## config.mk

```make
export PLATFORM = sky130hd
export DESIGN_NAME = min_max_finder_param_flat
export DESIGN_NICKNAME = d
export VERILOG_FILES = /design/src/rtl/min_max_finder_param_if.sv /design/src/rtl/min_max_finder_param.sv /design/src/flat_wrapper.sv
export SDC_FILE = /design/constraint.sdc
export NUM_CORES = 1
export LEC_CHECK = 0
export ABC_AREA = 1
export CAP_MARGIN = 20
export CORE_MARGIN = 4
export CORE_UTILIZATION = 42
export DETAILED_ROUTE_END_ITERATION = 6
export SYNTH_ARGS = -nofsm -noshare
export SYNTH_HDL_FRONTEND = slang
export SYNTH_SLANG_ARGS = --single-unit
export TNS_END_PERCENT = 1
```

## constraint.sdc

```tcl
create_clock -name Clk -period 3 [get_ports Clk]
set_input_delay 0.9 -clock Clk [delete_from_list [all_inputs] [get_ports Clk]]
set_output_delay 0.9 -clock Clk [all_outputs]
set_load 0.03 [all_outputs]
```

## src/rtl/min_max_finder_param_if.sv

```systemverilog
// Handshake, write port and result bus of the parametrised min/max finder.
// The master modport drives commands and array writes; the slave modport is the finder itself.
interface min_max_finder_param_if #(
  parameter int DATA_W = 8,
  parameter int DEPTH  = 16
);
  localparam int AW = $clog2(DEPTH);

  logic              Start;
  logic              Ack;
  logic [AW:0]       Len;
  logic              Wr_En;
  logic [AW-1:0]     Wr_Addr;
  logic [DATA_W-1:0] Wr_Data;
  logic [DATA_W-1:0] Max;
  logic [DATA_W-1:0] Min;
  logic [AW-1:0]     Max_Idx;
  logic [AW-1:0]     Min_Idx;
  logic              Qi;
  logic              Ql;
  logic              Qc;
  logic              Qd;

  modport master (
    output Start, Ack, Len, Wr_En, Wr_Addr, Wr_Data,
    input  Max, Min, Max_Idx, Min_Idx, Qi, Ql, Qc, Qd
  );

  modport slave (
    input  Start, Ack, Len, Wr_En, Wr_Addr, Wr_Data,
    output Max, Min, Max_Idx, Min_Idx, Qi, Ql, Qc, Qd
  );
endinterface

```

## src/rtl/min_max_finder_param.sv

```systemverilog
// Scans a prefix of an internal DATA_W x DEPTH array and reports max/min with first-occurrence indices.
// Define MMF_SIGNED_EN to compare elements as two's-complement values (unsigned otherwise).
module min_max_finder_param #(
  parameter int DATA_W = 8,
  parameter int DEPTH  = 16
) (
  input  logic                    Clk,
  input  logic                    Reset,
  min_max_finder_param_if.slave   bus
);
  localparam int          AW      = $clog2(DEPTH);
  localparam logic [AW:0] LEN_MAX = (AW+1)'(DEPTH);
  localparam logic [AW:0] ONE     = (AW+1)'(1);

  typedef enum logic [3:0] {
    S_INI  = 4'b0001,
    S_LOAD = 4'b0010,
    S_COMP = 4'b0100,
    S_DONE = 4'b1000
  } state_t;

  state_t            state_q, state_d;
  logic [AW:0]       i_q, i_d;
  logic [AW:0]       n_q, n_d;
  logic [DATA_W-1:0] max_q, max_d;
  logic [DATA_W-1:0] min_q, min_d;
  logic [AW-1:0]     max_idx_q, max_idx_d;
  logic [AW-1:0]     min_idx_q, min_idx_d;
  logic [DATA_W-1:0] mem_q [DEPTH];

  logic [DATA_W-1:0] elem;
  logic [AW:0]       len_eff;

  function automatic logic is_gt(input logic [DATA_W-1:0] a, input logic [DATA_W-1:0] b);
`ifdef MMF_SIGNED_EN
    logic signed [DATA_W-1:0] sa;
    logic signed [DATA_W-1:0] sb;
    sa = a;
    sb = b;
    return sa > sb;
`else
    return a > b;
`endif
  endfunction

  function automatic logic is_lt(input logic [DATA_W-1:0] a, input logic [DATA_W-1:0] b);
`ifdef MMF_SIGNED_EN
    logic signed [DATA_W-1:0] sa;
    logic signed [DATA_W-1:0] sb;
    sa = a;
    sb = b;
    return sa < sb;
`else
    return a < b;
`endif
  endfunction

  // Zero and oversize lengths both mean "scan the whole array".
  assign len_eff = ((bus.Len == '0) || (bus.Len > LEN_MAX)) ? LEN_MAX : bus.Len;
  assign elem    = mem_q[i_q[AW-1:0]];

  always_comb begin
    state_d   = state_q;
    i_d       = i_q;
    n_d       = n_q;
    max_d     = max_q;
    min_d     = min_q;
    max_idx_d = max_idx_q;
    min_idx_d = min_idx_q;
    case (state_q)
      S_INI: begin
        i_d = '0;
        if (bus.Start) begin
          n_d     = len_eff;
          state_d = S_LOAD;
        end
      end
      S_LOAD: begin
        max_d     = mem_q[0];
        min_d     = mem_q[0];
        max_idx_d = '0;
        min_idx_d = '0;
        i_d       = ONE;
        state_d   = (n_q == ONE) ? S_DONE : S_COMP;
      end
      S_COMP: begin
        // Strict comparisons keep the earliest index on ties.
        if (is_gt(elem, max_q)) begin
          max_d     = elem;
          max_idx_d = i_q[AW-1:0];
        end
        if (is_lt(elem, min_q)) begin
          min_d     = elem;
          min_idx_d = i_q[AW-1:0];
        end
        if (i_q == n_q - ONE) state_d = S_DONE;
        else                  i_d     = i_q + ONE;
      end
      S_DONE: begin
        if (bus.Ack) state_d = S_INI;
      end
      default: state_d = S_INI;
    endcase
  end

  always_ff @(posedge Clk) begin
    if (Reset) begin
      state_q   <= S_INI;
      i_q       <= '0;
      n_q       <= LEN_MAX;
      max_q     <= '0;
      min_q     <= '0;
      max_idx_q <= '0;
      min_idx_q <= '0;
    end else begin
      state_q   <= state_d;
      i_q       <= i_d;
      n_q       <= n_d;
      max_q     <= max_d;
      min_q     <= min_d;
      max_idx_q <= max_idx_d;
      min_idx_q <= min_idx_d;
    end
  end

  // Array survives reset so an aborted scan can be rerun on the same data.
  always_ff @(posedge Clk) begin
    if (state_q == S_INI && bus.Wr_En) mem_q[bus.Wr_Addr] <= bus.Wr_Data;
  end

  assign bus.Max     = max_q;
  assign bus.Min     = min_q;
  assign bus.Max_Idx = max_idx_q;
  assign bus.Min_Idx = min_idx_q;
  assign bus.Qi      = state_q[0];
  assign bus.Ql      = state_q[1];
  assign bus.Qc      = state_q[2];
  assign bus.Qd      = state_q[3];
endmodule

```

## src/flat_wrapper.sv

```systemverilog
// flat-port wrapper written by rule: the top's interface ports become plain ports
module min_max_finder_param_flat 
#(
  parameter int DATA_W = 8,
  parameter int DEPTH  = 16
)
  (Clk, Reset, bus_Start, bus_Ack, bus_Len, bus_Wr_En, bus_Wr_Addr, bus_Wr_Data, bus_Max, bus_Min, bus_Max_Idx, bus_Min_Idx, bus_Qi, bus_Ql, bus_Qc, bus_Qd);
  min_max_finder_param_if #(.DATA_W(DATA_W), .DEPTH(DEPTH)) bus_i ();
  input  logic Clk;
  input  logic Reset;
  input wire logic [$bits(bus_i.Start)-1:0] bus_Start;
  input wire logic [$bits(bus_i.Ack)-1:0] bus_Ack;
  input wire logic [$bits(bus_i.Len)-1:0] bus_Len;
  input wire logic [$bits(bus_i.Wr_En)-1:0] bus_Wr_En;
  input wire logic [$bits(bus_i.Wr_Addr)-1:0] bus_Wr_Addr;
  input wire logic [$bits(bus_i.Wr_Data)-1:0] bus_Wr_Data;
  output wire logic [$bits(bus_i.Max)-1:0] bus_Max;
  output wire logic [$bits(bus_i.Min)-1:0] bus_Min;
  output wire logic [$bits(bus_i.Max_Idx)-1:0] bus_Max_Idx;
  output wire logic [$bits(bus_i.Min_Idx)-1:0] bus_Min_Idx;
  output wire logic [$bits(bus_i.Qi)-1:0] bus_Qi;
  output wire logic [$bits(bus_i.Ql)-1:0] bus_Ql;
  output wire logic [$bits(bus_i.Qc)-1:0] bus_Qc;
  output wire logic [$bits(bus_i.Qd)-1:0] bus_Qd;
  assign bus_i.Start = bus_Start;
  assign bus_i.Ack = bus_Ack;
  assign bus_i.Len = bus_Len;
  assign bus_i.Wr_En = bus_Wr_En;
  assign bus_i.Wr_Addr = bus_Wr_Addr;
  assign bus_i.Wr_Data = bus_Wr_Data;
  assign bus_Max = bus_i.Max;
  assign bus_Min = bus_i.Min;
  assign bus_Max_Idx = bus_i.Max_Idx;
  assign bus_Min_Idx = bus_i.Min_Idx;
  assign bus_Qi = bus_i.Qi;
  assign bus_Ql = bus_i.Ql;
  assign bus_Qc = bus_i.Qc;
  assign bus_Qd = bus_i.Qd;
  min_max_finder_param #(.DATA_W(DATA_W), .DEPTH(DEPTH)) u_core (.Clk(Clk), .Reset(Reset), .bus(bus_i));
endmodule
```

==> results.txt <==
DRC - 0
final setup TNS - 0 ps
Hold Vio Cnt, Final - 0
Worst-Margin Slew - 770 ps
Worst-path clk slew - 60 ps
multiplexer share of the synthesized area - 0
worst-path fanout max - 33
hold_buf cts - 0
Area growth syn-to-layout - 20.7%
min-delay worst type - reg -> reg
Final Max Tran Viols - 0
Startpoint Class - register
RSZ-0062 raised after global routing - yes
distinct cell type count after synthesis - 37
Final ANT Viol Nets - 0
dpl cells - 980
most numerous cell in the Yosys netlist - edfxtp_1
Rel. slew slack - 0.485
Layout Cells excl Fill - 1,019
CTS Buffer Depth - 2
post-synth top area cell - edfxtp_1
CTS tree - done
die area - 0.0200 sq mm
# diodes - 0
Synth area leaders - edfxtp_1, dfxtp_1, nor2_1
syn avg cell area - 10.5 sq um
initial core utilization - 0.430
period utilisation layout - 0.941
Synth top area share - 0.515
Core Util, Final - 0.519
CTS buffer count - 17
number of synthesized register bits - 170
Synth Area in Simple Gates - 0.150
vias - 5,411
post-synthesis sequential area ratio - 0.627
Synth Area in Compound Gates - 0.128
WS Path Type - reg -> reg
initial antenna violation count - 0
vias per cell - 5.31
vias in the first global route - 4,970
GRT Overall Usage - 0.179
post-synthesis adder-cell area fraction - 0.0318
clock latency on the worst-skew pair - 430 ps
status - completed
Worst setup EP type - register
Worst EP required - 3340 ps
DR pass1 iterations - 5
largest net degree at the start of global routing - 35
clock skew - 9.86 ps
Vert. Die Dim - 141 um
root buffer cell - clkbuf_16
YS warnings - 0
P_leak - 3.35 nW
critical path arrival - 3160 ps
largest family of logic cells by synthesized area - simple AND/OR/NAND/NOR gates
CTS Sinks - 170
Rows - 48
H-tree lvl count - 4
Hold Path Origin - u_core.bus.Max[6]$_SDFFE_PP0P_
synthesized cell area - 0.00747 sq mm
Pwr Density - 599 mW/mm^2
layout cells sized above 1 - 0.123
Horiz. Die Dim - 141 um
number of synthesized flops with an enable pin - 128
Syn Nets - 749
total grt overflow - 0
MaxCap Viol Count - 0
Starting DRT DRC Count - 494
dominant synthesized flop cell - edfxtp_1
Worst VDD drop - 0.000437 V
first-pass GRT wire length - 27,600 um
top cells by count, synth - edfxtp_1, nor2_1, nand2_1, o21ai_0, inv_1
fmax - 354 MHz
R2R depth - 16
XOR/XNOR Fraction of Synth Area - 0.00586
routability cong. - 0.838
Layout Nets - 822
Hold Path Cell Cnt - 2
fin crit period - 2820 ps
# IOs - 50
Synth Instances - 708
DPL Wire Length - 11,500 um
DR WL/cell - 17.3 um
drt total wl - 17,600 um
port buffer count - 49
Hold WS - 497 ps
Core ar. - 0.0174 sq mm
post-synthesis async set-or-reset flop share - 0
Setup-failing EPs final - 0
-- cells by family after synthesis --
family / Yosys count
buffers and inverters: 97
flip-flops: 170
AND/OR/NAND/NOR: 256
adder cells (fa/ha/maj): 19
XOR/XNOR: 5
AO/OA/AOI/OAI: 161
-- layer usage --
metal	track usage	wire, um
met1	0.261	8230
met2	0.269	8040
met3	0.0361	1080
met4	0.0602	238
met5	0	0
-- area by class of cell --
cell class	count	area (sq um)
clock buffer	17	425
clock inverter	15	163
fill	1481	8340
inverter	63	243
multi-input combinational	443	2380
sequential	170	4690
tap	225	282
timing repair buffer	85	823
timing repair inverter	1	7.51
-- flip-flops by register name, indices dropped and copies added, names as in the netlist, named ones only --
signal / count
u_core.mem_q: 128
u_core.bus.Min_Idx: 4
u_core.bus.Max_Idx: 4
u_core.bus.Max: 8
u_core.bus.Min: 8
u_core.state_q: 4
u_core.i_q: 5
u_core.n_q: 5
-- metrics by stage --
step,setup slack (ps),power [mW],cell area [sq um]
CTS,7.07,5.44,8940
detailed placement,11.9,3.25,8350
global route,-17.7,5.62,9010
floorplan,435,3.03,7470
global placement,66.8,3.24,8350
finish,178,5.40,9010
-- path summary, 6_finish.rpt --
| path | endpoint | slack, ps |
|---|---|---|
| setup / recovery | u_core.bus.Max[3]$_SDFFE_PP0P_ | 180 |
| hold / removal | u_core.bus.Max[6]$_SDFFE_PP0P_ | 500 |
| setup reg to reg | u_core.bus.Max[3]$_SDFFE_PP0P_ | 180 |
| hold reg to reg | u_core.bus.Max[6]$_SDFFE_PP0P_ | 500 |
-- cell usage in the layout, fill, tap and decap left out, types with 6 or more instances in the layout --
cell | Yosys | layout
a21oi_1 | 38 | 38
a31oi_1 | 7 | 7
buf_4 | 4 | 31
clkbuf_16 | 0 | 17
clkdlybuf4s50_1 | 0 | 49
dfxtp_1 | 42 | 41
edfxtp_1 | 128 | 128
ha_1 | 19 | 19
inv_1 | 57 | 56
nand2_1 | 76 | 74
nand3_1 | 31 | 31
nand3_2 | 11 | 11
nor2_1 | 124 | 124
o211ai_1 | 9 | 9
o21ai_0 | 69 | 66
o21ai_1 | 7 | 10
o221ai_1 | 20 | 19
o22ai_1 | 6 | 6
-- power by group --
group | switching, mW | internal, mW
Combinational | 0.378 | 0.227
Sequential | 0.0291 | 2.58
Clock | 0.940 | 1.24
Total | 1.35 | 4.05
-- timing repair --
item	CTS	global route
pin swaps	1	7
hold endpoints to repair	0	0
gates resized for setup	0	10
gates cloned	0	3
setup buffers	0	4
setup endpoints to repair	1	23
-- worst max-delay path, cell delays in order, from the launching register on --
cell	delay, ps
dfxtp_2	340
buf_12	170
buf_12	170
o21ai_0	200
o22ai_1	100
o211ai_1	200
nand2_1	150
ha_1	330
nand2_1	90
nor2_1	110
nand2_1	60
o211ai_1	80
nand3_1	100
nand2_2	140
clkinvlp_4	160
buf_4	170
a21oi_1	170
No activity file was read; power rests on OpenSTA's default activity.
